$ cat config.mk
export PLATFORM = sky130hd
export DESIGN_NAME = axi_dma_s2mm_kickoff
export DESIGN_NICKNAME = d
export VERILOG_FILES = /design/src/rtl/axi_dma_regs_pkg.sv /design/src/rtl/axil_single_write.sv /design/src/rtl/axi_dma_s2mm_kickoff.sv
export SDC_FILE = /design/constraint.sdc
export NUM_CORES = 1
export LEC_CHECK = 0
export BUFFER_PORTS_ARGS = -buffer_cell sky130_fd_sc_hd__buf_2
export CAP_MARGIN = 20
export CELL_PAD_IN_SITES_DETAIL_PLACEMENT = 1
export CELL_PAD_IN_SITES_GLOBAL_PLACEMENT = 1
export CORE_MARGIN = 2
export CORE_UTILIZATION = 40
export CTS_CLUSTER_DIAMETER = 100
export DETAILED_ROUTE_END_ITERATION = 8
export HOLD_SLACK_MARGIN = 0.03
export PLACE_DENSITY_LB_ADDON = 0.3
export SYNTH_ARGS = -nofsm -noshare
export SYNTH_HDL_FRONTEND = slang
export SYNTH_HIERARCHICAL = 1
export SYNTH_SLANG_ARGS = --single-unit
$ cat constraint.sdc
create_clock -name clk -period 5.45 [get_ports clk]
set_clock_uncertainty 0.15 [all_clocks]
set_input_delay 0.545 -clock clk [delete_from_list [all_inputs] [get_ports clk]]
set_output_delay 0.545 -clock clk [all_outputs]
set_load 0.01 [all_outputs]
$ cat src/rtl/axi_dma_regs_pkg.sv
// AXI DMA S2MM register map, DMASR bit positions, AXI response codes and the
// kickoff FSM state type shared by the kickoff master and its write engine.
package axi_dma_regs_pkg;

    localparam logic [9:0] DMACR_OFF  = 10'h030;
    localparam logic [9:0] DMASR_OFF  = 10'h034;
    localparam logic [9:0] DA_OFF     = 10'h048;
    localparam logic [9:0] LENGTH_OFF = 10'h058;

    localparam int DMASR_IDLE_BIT    = 1;
    localparam int DMASR_INT_ERR_BIT = 4;
    localparam int DMASR_SLV_ERR_BIT = 5;
    localparam int DMASR_DEC_ERR_BIT = 6;
    localparam int DMASR_IOC_BIT     = 12;

    localparam logic [1:0]  RESP_OKAY = 2'b00;
    localparam logic [31:0] DMACR_RS  = 32'h0000_0001;

    typedef enum logic [2:0] {
        ST_IDLE,
        ST_WR,
        ST_WB,
        ST_POLL_AR,
        ST_POLL_R
    } kick_state_t;

    // Register written at each step of the kickoff sequence.
    function automatic logic [9:0] reg_offset(input logic [1:0] idx);
        case (idx)
            2'd0:    return DMACR_OFF;
            2'd1:    return DA_OFF;
            default: return LENGTH_OFF;
        endcase
    endfunction

endpackage

$ cat src/rtl/axil_single_write.sv
// One AXI-Lite AW+W+B write. AW and W are raised together on i_go and each
// drops on its own handshake; bready rises once both have been accepted.
module axil_single_write
    import axi_dma_regs_pkg::*;
(
    input  logic        clk,
    input  logic        rst,
    input  logic        i_go,
    input  logic [9:0]  i_addr,
    input  logic [31:0] i_data,
    output logic [9:0]  o_awaddr,
    output logic        o_awvalid,
    input  logic        i_awready,
    output logic [31:0] o_wdata,
    output logic [3:0]  o_wstrb,
    output logic        o_wvalid,
    input  logic        i_wready,
    input  logic [1:0]  i_bresp,
    input  logic        i_bvalid,
    output logic        o_bready,
    output logic        o_req_done,
    output logic        o_b_done,
    output logic        o_b_ok
);

    logic        r_awvalid;
    logic        r_wvalid;
    logic        r_bready;
    logic [9:0]  r_addr;
    logic [31:0] r_data;
    logic        w_aw_left;
    logic        w_w_left;

    assign w_aw_left  = r_awvalid & ~i_awready;
    assign w_w_left   = r_wvalid & ~i_wready;
    assign o_req_done = (r_awvalid | r_wvalid) & ~w_aw_left & ~w_w_left;
    assign o_b_done   = r_bready & i_bvalid;
    assign o_b_ok     = (i_bresp == RESP_OKAY);

    assign o_awaddr  = r_addr;
    assign o_awvalid = r_awvalid;
    assign o_wdata   = r_data;
    assign o_wstrb   = 4'hF;
    assign o_wvalid  = r_wvalid;
    assign o_bready  = r_bready;

    always_ff @(posedge clk) begin
        if (rst) begin
            r_awvalid <= 1'b0;
            r_wvalid  <= 1'b0;
            r_bready  <= 1'b0;
            r_addr    <= '0;
            r_data    <= '0;
        end else if (i_go) begin
            r_awvalid <= 1'b1;
            r_wvalid  <= 1'b1;
            r_bready  <= 1'b0;
            r_addr    <= i_addr;
            r_data    <= i_data;
        end else begin
            r_awvalid <= w_aw_left;
            r_wvalid  <= w_w_left;
            if (o_req_done) begin
                r_bready <= 1'b1;
            end else if (o_b_done) begin
                r_bready <= 1'b0;
            end
        end
    end

endmodule

$ cat src/rtl/axi_dma_s2mm_kickoff.sv
// AXI-Lite master that starts an AXI DMA S2MM receive: DMACR.RS, DA, LENGTH.
// Define AXI_DMA_KICKOFF_POLL_EN to poll DMASR for completion after LENGTH.
module axi_dma_s2mm_kickoff
    import axi_dma_regs_pkg::*;
#(
    parameter int LEN_W    = 26,
    parameter int POLL_MAX = 1024
) (
    input  logic             clk,
    input  logic             rst,
    input  logic             start,
    input  logic [31:0]      dst_addr,
    input  logic [LEN_W-1:0] length,
    output logic             busy,
    output logic             done,
    output logic             error,
    output kick_state_t      dbg_state,
    output logic [9:0]       m_axil_awaddr,
    output logic             m_axil_awvalid,
    input  logic             m_axil_awready,
    output logic [31:0]      m_axil_wdata,
    output logic [3:0]       m_axil_wstrb,
    output logic             m_axil_wvalid,
    input  logic             m_axil_wready,
    input  logic [1:0]       m_axil_bresp,
    input  logic             m_axil_bvalid,
    output logic             m_axil_bready,
    output logic [9:0]       m_axil_araddr,
    output logic             m_axil_arvalid,
    input  logic             m_axil_arready,
    input  logic [31:0]      m_axil_rdata,
    input  logic [1:0]       m_axil_rresp,
    input  logic             m_axil_rvalid,
    output logic             m_axil_rready
);

    kick_state_t      r_state;
    logic [1:0]       r_idx;
    logic [31:0]      r_dst;
    logic [LEN_W-1:0] r_len;
    logic             r_busy;
    logic             r_done;
    logic             r_error;

    logic        w_start_ok;
    logic        w_more;
    logic        w_go;
    logic [1:0]  w_next_idx;
    logic [31:0] w_wr_data;
    logic        w_req_done;
    logic        w_b_done;
    logic        w_b_ok;

    assign w_start_ok = (r_state == ST_IDLE) & start & (length != '0);
    assign w_more     = (r_state == ST_WB) & w_b_done & w_b_ok & (r_idx != 2'd2);
    assign w_go       = w_start_ok | w_more;
    assign w_next_idx = (r_state == ST_IDLE) ? 2'd0 : r_idx + 2'd1;

    always_comb begin
        w_wr_data = DMACR_RS;
        case (w_next_idx)
            2'd0:    w_wr_data = DMACR_RS;
            2'd1:    w_wr_data = r_dst;
            default: w_wr_data = 32'(r_len);
        endcase
    end

    axil_single_write u_wr (
        .clk        (clk),
        .rst        (rst),
        .i_go       (w_go),
        .i_addr     (reg_offset(w_next_idx)),
        .i_data     (w_wr_data),
        .o_awaddr   (m_axil_awaddr),
        .o_awvalid  (m_axil_awvalid),
        .i_awready  (m_axil_awready),
        .o_wdata    (m_axil_wdata),
        .o_wstrb    (m_axil_wstrb),
        .o_wvalid   (m_axil_wvalid),
        .i_wready   (m_axil_wready),
        .i_bresp    (m_axil_bresp),
        .i_bvalid   (m_axil_bvalid),
        .o_bready   (m_axil_bready),
        .o_req_done (w_req_done),
        .o_b_done   (w_b_done),
        .o_b_ok     (w_b_ok)
    );

`ifdef AXI_DMA_KICKOFF_POLL_EN
    localparam int POLL_CW = $clog2(POLL_MAX + 1);

    logic               r_arvalid;
    logic               r_rready;
    logic [POLL_CW-1:0] r_poll_cnt;
    logic               w_st_err;
    logic               w_st_done;

    assign w_st_err  = (m_axil_rresp != RESP_OKAY) | m_axil_rdata[DMASR_INT_ERR_BIT]
                     | m_axil_rdata[DMASR_SLV_ERR_BIT] | m_axil_rdata[DMASR_DEC_ERR_BIT];
    assign w_st_done = m_axil_rdata[DMASR_IOC_BIT] | m_axil_rdata[DMASR_IDLE_BIT];

    assign m_axil_araddr  = DMASR_OFF;
    assign m_axil_arvalid = r_arvalid;
    assign m_axil_rready  = r_rready;
`else
    localparam int unused_poll_max = POLL_MAX;
    logic w_unused_rd;

    assign w_unused_rd    = ^{m_axil_arready, m_axil_rdata, m_axil_rresp, m_axil_rvalid};
    assign m_axil_araddr  = '0;
    assign m_axil_arvalid = 1'b0;
    assign m_axil_rready  = 1'b0;
`endif

    assign busy      = r_busy;
    assign done      = r_done;
    assign error     = r_error;
    assign dbg_state = r_state;

    always_ff @(posedge clk) begin
        if (rst) begin
            r_state <= ST_IDLE;
            r_idx   <= '0;
            r_dst   <= '0;
            r_len   <= '0;
            r_busy  <= 1'b0;
            r_done  <= 1'b0;
            r_error <= 1'b0;
`ifdef AXI_DMA_KICKOFF_POLL_EN
            r_arvalid  <= 1'b0;
            r_rready   <= 1'b0;
            r_poll_cnt <= '0;
`endif
        end else begin
            r_done  <= 1'b0;
            r_error <= 1'b0;
            case (r_state)
                ST_IDLE: begin
                    if (start) begin
                        if (length == '0) begin
                            r_error <= 1'b1;
                        end else begin
                            r_dst   <= dst_addr;
                            r_len   <= length;
                            r_idx   <= 2'd0;
                            r_busy  <= 1'b1;
                            r_state <= ST_WR;
                        end
                    end
                end
                ST_WR: begin
                    if (w_req_done) r_state <= ST_WB;
                end
                ST_WB: begin
                    if (w_b_done) begin
                        if (!w_b_ok) begin
                            r_error <= 1'b1;
                            r_busy  <= 1'b0;
                            r_state <= ST_IDLE;
                        end else if (r_idx != 2'd2) begin
                            r_idx   <= r_idx + 2'd1;
                            r_state <= ST_WR;
                        end else begin
`ifdef AXI_DMA_KICKOFF_POLL_EN
                            r_arvalid  <= 1'b1;
                            r_poll_cnt <= '0;
                            r_state    <= ST_POLL_AR;
`else
                            r_done  <= 1'b1;
                            r_busy  <= 1'b0;
                            r_state <= ST_IDLE;
`endif
                        end
                    end
                end
`ifdef AXI_DMA_KICKOFF_POLL_EN
                ST_POLL_AR: begin
                    if (m_axil_arready) begin
                        r_arvalid <= 1'b0;
                        r_rready  <= 1'b1;
                        r_state   <= ST_POLL_R;
                    end
                end
                ST_POLL_R: begin
                    if (m_axil_rvalid) begin
                        r_rready   <= 1'b0;
                        r_poll_cnt <= r_poll_cnt + POLL_CW'(1);
                        // Error bits win over completion bits in the same status word.
                        if (w_st_err || (!w_st_done &&
                            (r_poll_cnt + POLL_CW'(1)) == POLL_CW'(POLL_MAX))) begin
                            r_error <= 1'b1;
                            r_busy  <= 1'b0;
                            r_state <= ST_IDLE;
                        end else if (w_st_done) begin
                            r_done  <= 1'b1;
                            r_busy  <= 1'b0;
                            r_state <= ST_IDLE;
                        end else begin
                            r_arvalid <= 1'b1;
                            r_state   <= ST_POLL_AR;
                        end
                    end
                end
`endif
                default: r_state <= ST_IDLE;
            endcase
        end
    end

endmodule
==> results.md <==
- Status: finished with violations
- Failing checks: DRC
- Die Wd: 113 um
- Crit path time final: around 2800 ps
- Reg area: 2200 um2
- Slowest CP cell: buf_4
- Placer Congestion: 0.736
- Final Hold Fails: 0
- DR WL/cell: 15.5 um
- CTS tree: done
- Total track usage: 0.189
- Drt via density: 4.97
- Post-synth EDFFs: 0
- CTS max path bufs: 2
- CP Launch Type: flip-flop
- Crit path kind: flip-flop to flip-flop
- Crit path DAT: 2840 ps
- Filler cells: approximately 1,400
- Crit path cell chain: inv_1, ha_1, nor2b_1, nand2b_1, inv_1, or2_2, buf_4, mux2i_1, nor2_1
- Max_cap viols: 0
- Placed insts: 740
- Core Region: 11,500 um2
- Hold WC Path Type: primary input to flip-flop
- DP Wirelength: ~8000 um
- Cell Pwr Density: around 310 nW/um2
- Die height: 113 um
- Worst VDD drop: around 0.00012 V
- Initial Util: 0.414
- Detail Route Antenna Nets: 0
- Clock transition at path regs: 70 ps
- Share of post-route cells with drive strength above 1: 0.238
- Non-filler cells, final: about 760
- Drt pass-1 iters: 6
- Register area share after synthesis: 0.462
- Cell row count: 39
- Post-synth top area share: 0.462
- Post-synth ARST share: 0
- Overflow after GRT: 0
- Largest cells by area after synthesis: dfxtp_1, mux2i_1, nand2_1
- Post-CTS Resized: 0
- Number of port buffers: 115
- Max Clock Freq: 0.359 GHz
- P_leak: 2.61 nW
- Initial antenna violation count: 1
- H-tree depth: 3
- Die Area: 12,800 um2
- Syn Inst Count: 507
- Largest net degree at the start of global routing: 63
- Most common library cells after synthesis: nand2_1, dfxtp_1, mux2i_1, nor2_1, a22o_1
- Setup TNS: 0 ps
- #FFs+latches synth: 110
- Final setup viols: 0
- Worst-margin pin slew: 1080 ps
- Ys Warns: 6
- Latest clock arrival within the worst-skew pair: 350 ps
- Cell mode on critical path: inv_1
- Initial drt markers: 173
- Critical path's largest stage delay: ~570 ps
- Drt drc: 20
- Footprint of the multi-input gates: roughly 2300 um2
- Num CTS Buffers: 9
- Area Overhead vs Synth: 17.8%
- Hold_buf cts: 0
- Clk sink count: 110
- Final period util: 0.511
- RSZ-0062 raised after global routing: false
- First-pass GRT wire length: between 15,000 and 20,000 um
- Largest area contributor in the netlist: dfxtp_1
- CP max FO: 31
- Post-Syn Area: approximately 4800 um2
- I/O Pins: 169
- Syn_area_per_cell: 9.41 um2
- Via count of the first global-routing pass: 3,892
- Synth Flop Type: dfxtp_1
- Vias after detailed routing: between 3,000 and 4,000
- Root Driver: clkbuf_16
- Max-slew violations: 0
- Final nets: about 700
- Req. time, crit path: 5500 ps
- CP endpoint kind: flip-flop
- Post-Route WL: approximately 12,000 um
- Synth unique cells: 39
- Post-CTS Repair Setup Buffers: 0
- Count leader, synth: nand2_1
- Relative slew slack: 0.281
[metrics by stage]
step	total power, W	util	hold slack, ps	worst slack (ps)	instance area [um2]
floorplan	0.00108	-	280	3020	4850
global placement	0.00114	0.463	289	2340	5330
detailed placement	0.00115	0.463	301	2290	5330
CTS	0.00179	0.488	273	2620	5620
global route	0.00185	0.488	275	2430	5620
finish	0.00176	0.488	287	2670	5620
[cell families (layout without fill, tap and decap cells)]
family	count (synthesis)	in the layout	synth area share
other	2	24	0.00157
adder cells (fa/ha/maj)	1	1	0.00262
flip-flops	110	110	0.462
multiplexers	101	101	0.212
AND/OR/NAND/NOR	198	198	0.177
XOR/XNOR	1	1	0.00184
buffers and inverters	58	143	0.0766
AO/OA/AOI/OAI	36	36	0.0671
[cell usage in the layout, fill, tap and decap left out, types with 2 or more instances in the layout]
cell type,count
nand2_1,120
buf_2,115
dfxtp_1,110
mux2i_1,101
nor2_1,46
a22o_1,25
conb_1,23
clkbuf_16,9
and2_1,7
nor4_1,6
buf_4,6
inv_1,5
nand2b_1,3
clkinv_2,3
clkbuf_8,3
nor2_2,2
a21oi_1,2
nand3b_1,2
nor2b_1,2
[power breakdown]
group / switching [W] / internal [W]
Clock: 0.000289 / 0.000347
Sequential: 0.0000269 / 0.000853
Combinational: 0.000142 / 0.000106
[worst max-delay path, delay by kind of cell, from the launching register on]
| family | cells | cell delay (ps) |
|---|---|---|
| and+or+nand+nor | 4 | 810 |
| buffers and inverters | 3 | 780 |
| DFF | 1 | 390 |
| muxes | 1 | 270 |
| adders and majority gates | 1 | 220 |
[layer usage]
layer,up-vias,routed length (um),global-route usage,part of all wire
met4,0,146,0.0634,0.012
met5,-,0,0,0
li1,1871,-,-,-
met2,83,5610,0.320,0.48
met1,1794,5390,0.241,0.46
met3,11,599,0.0391,0.051
[path summary, 6_finish.rpt]
path	from	to	slack (ps)	cells after the start
max	r_idx[0]	u_wr/o_wdata[29]	2670	9
min	dst_addr[16]	r_dst[16]	290	3
max reg2reg	r_idx[0]	u_wr/o_wdata[29]	2670	9
min reg2reg	r_dst[27]	r_dst[27]	310	2
[sequential cells by signal, indices dropped and copies added (netlist names)]
| name | cells |
|---|---|
| error | 1 |
| done | 1 |
| u_wr/o_bready | 1 |
| u_wr/o_awaddr | 10 |
| u_wr/o_wdata | 32 |
| u_wr/o_wvalid | 1 |
| r_dst | 32 |
| r_len | 26 |
| busy | 1 |
| u_wr/o_awvalid | 1 |
| r_idx | 2 |
| dbg_state | 2 |
[layout make-up]
| class | instances | share of cell area |
|---|---|---|
| sequential | 110 | 0.392 |
| clock buffer | 13 | 0.0481 |
| tap | 143 | 0.0318 |
| inverter | 6 | 0.00423 |
| timing repair buffer | 121 | 0.110 |
| clock inverter | 3 | 0.00312 |
| antenna | 1 | 0.000445 |
| multi-input combinational | 360 | 0.410 |
No activity file was read; power rests on OpenSTA's default activity.
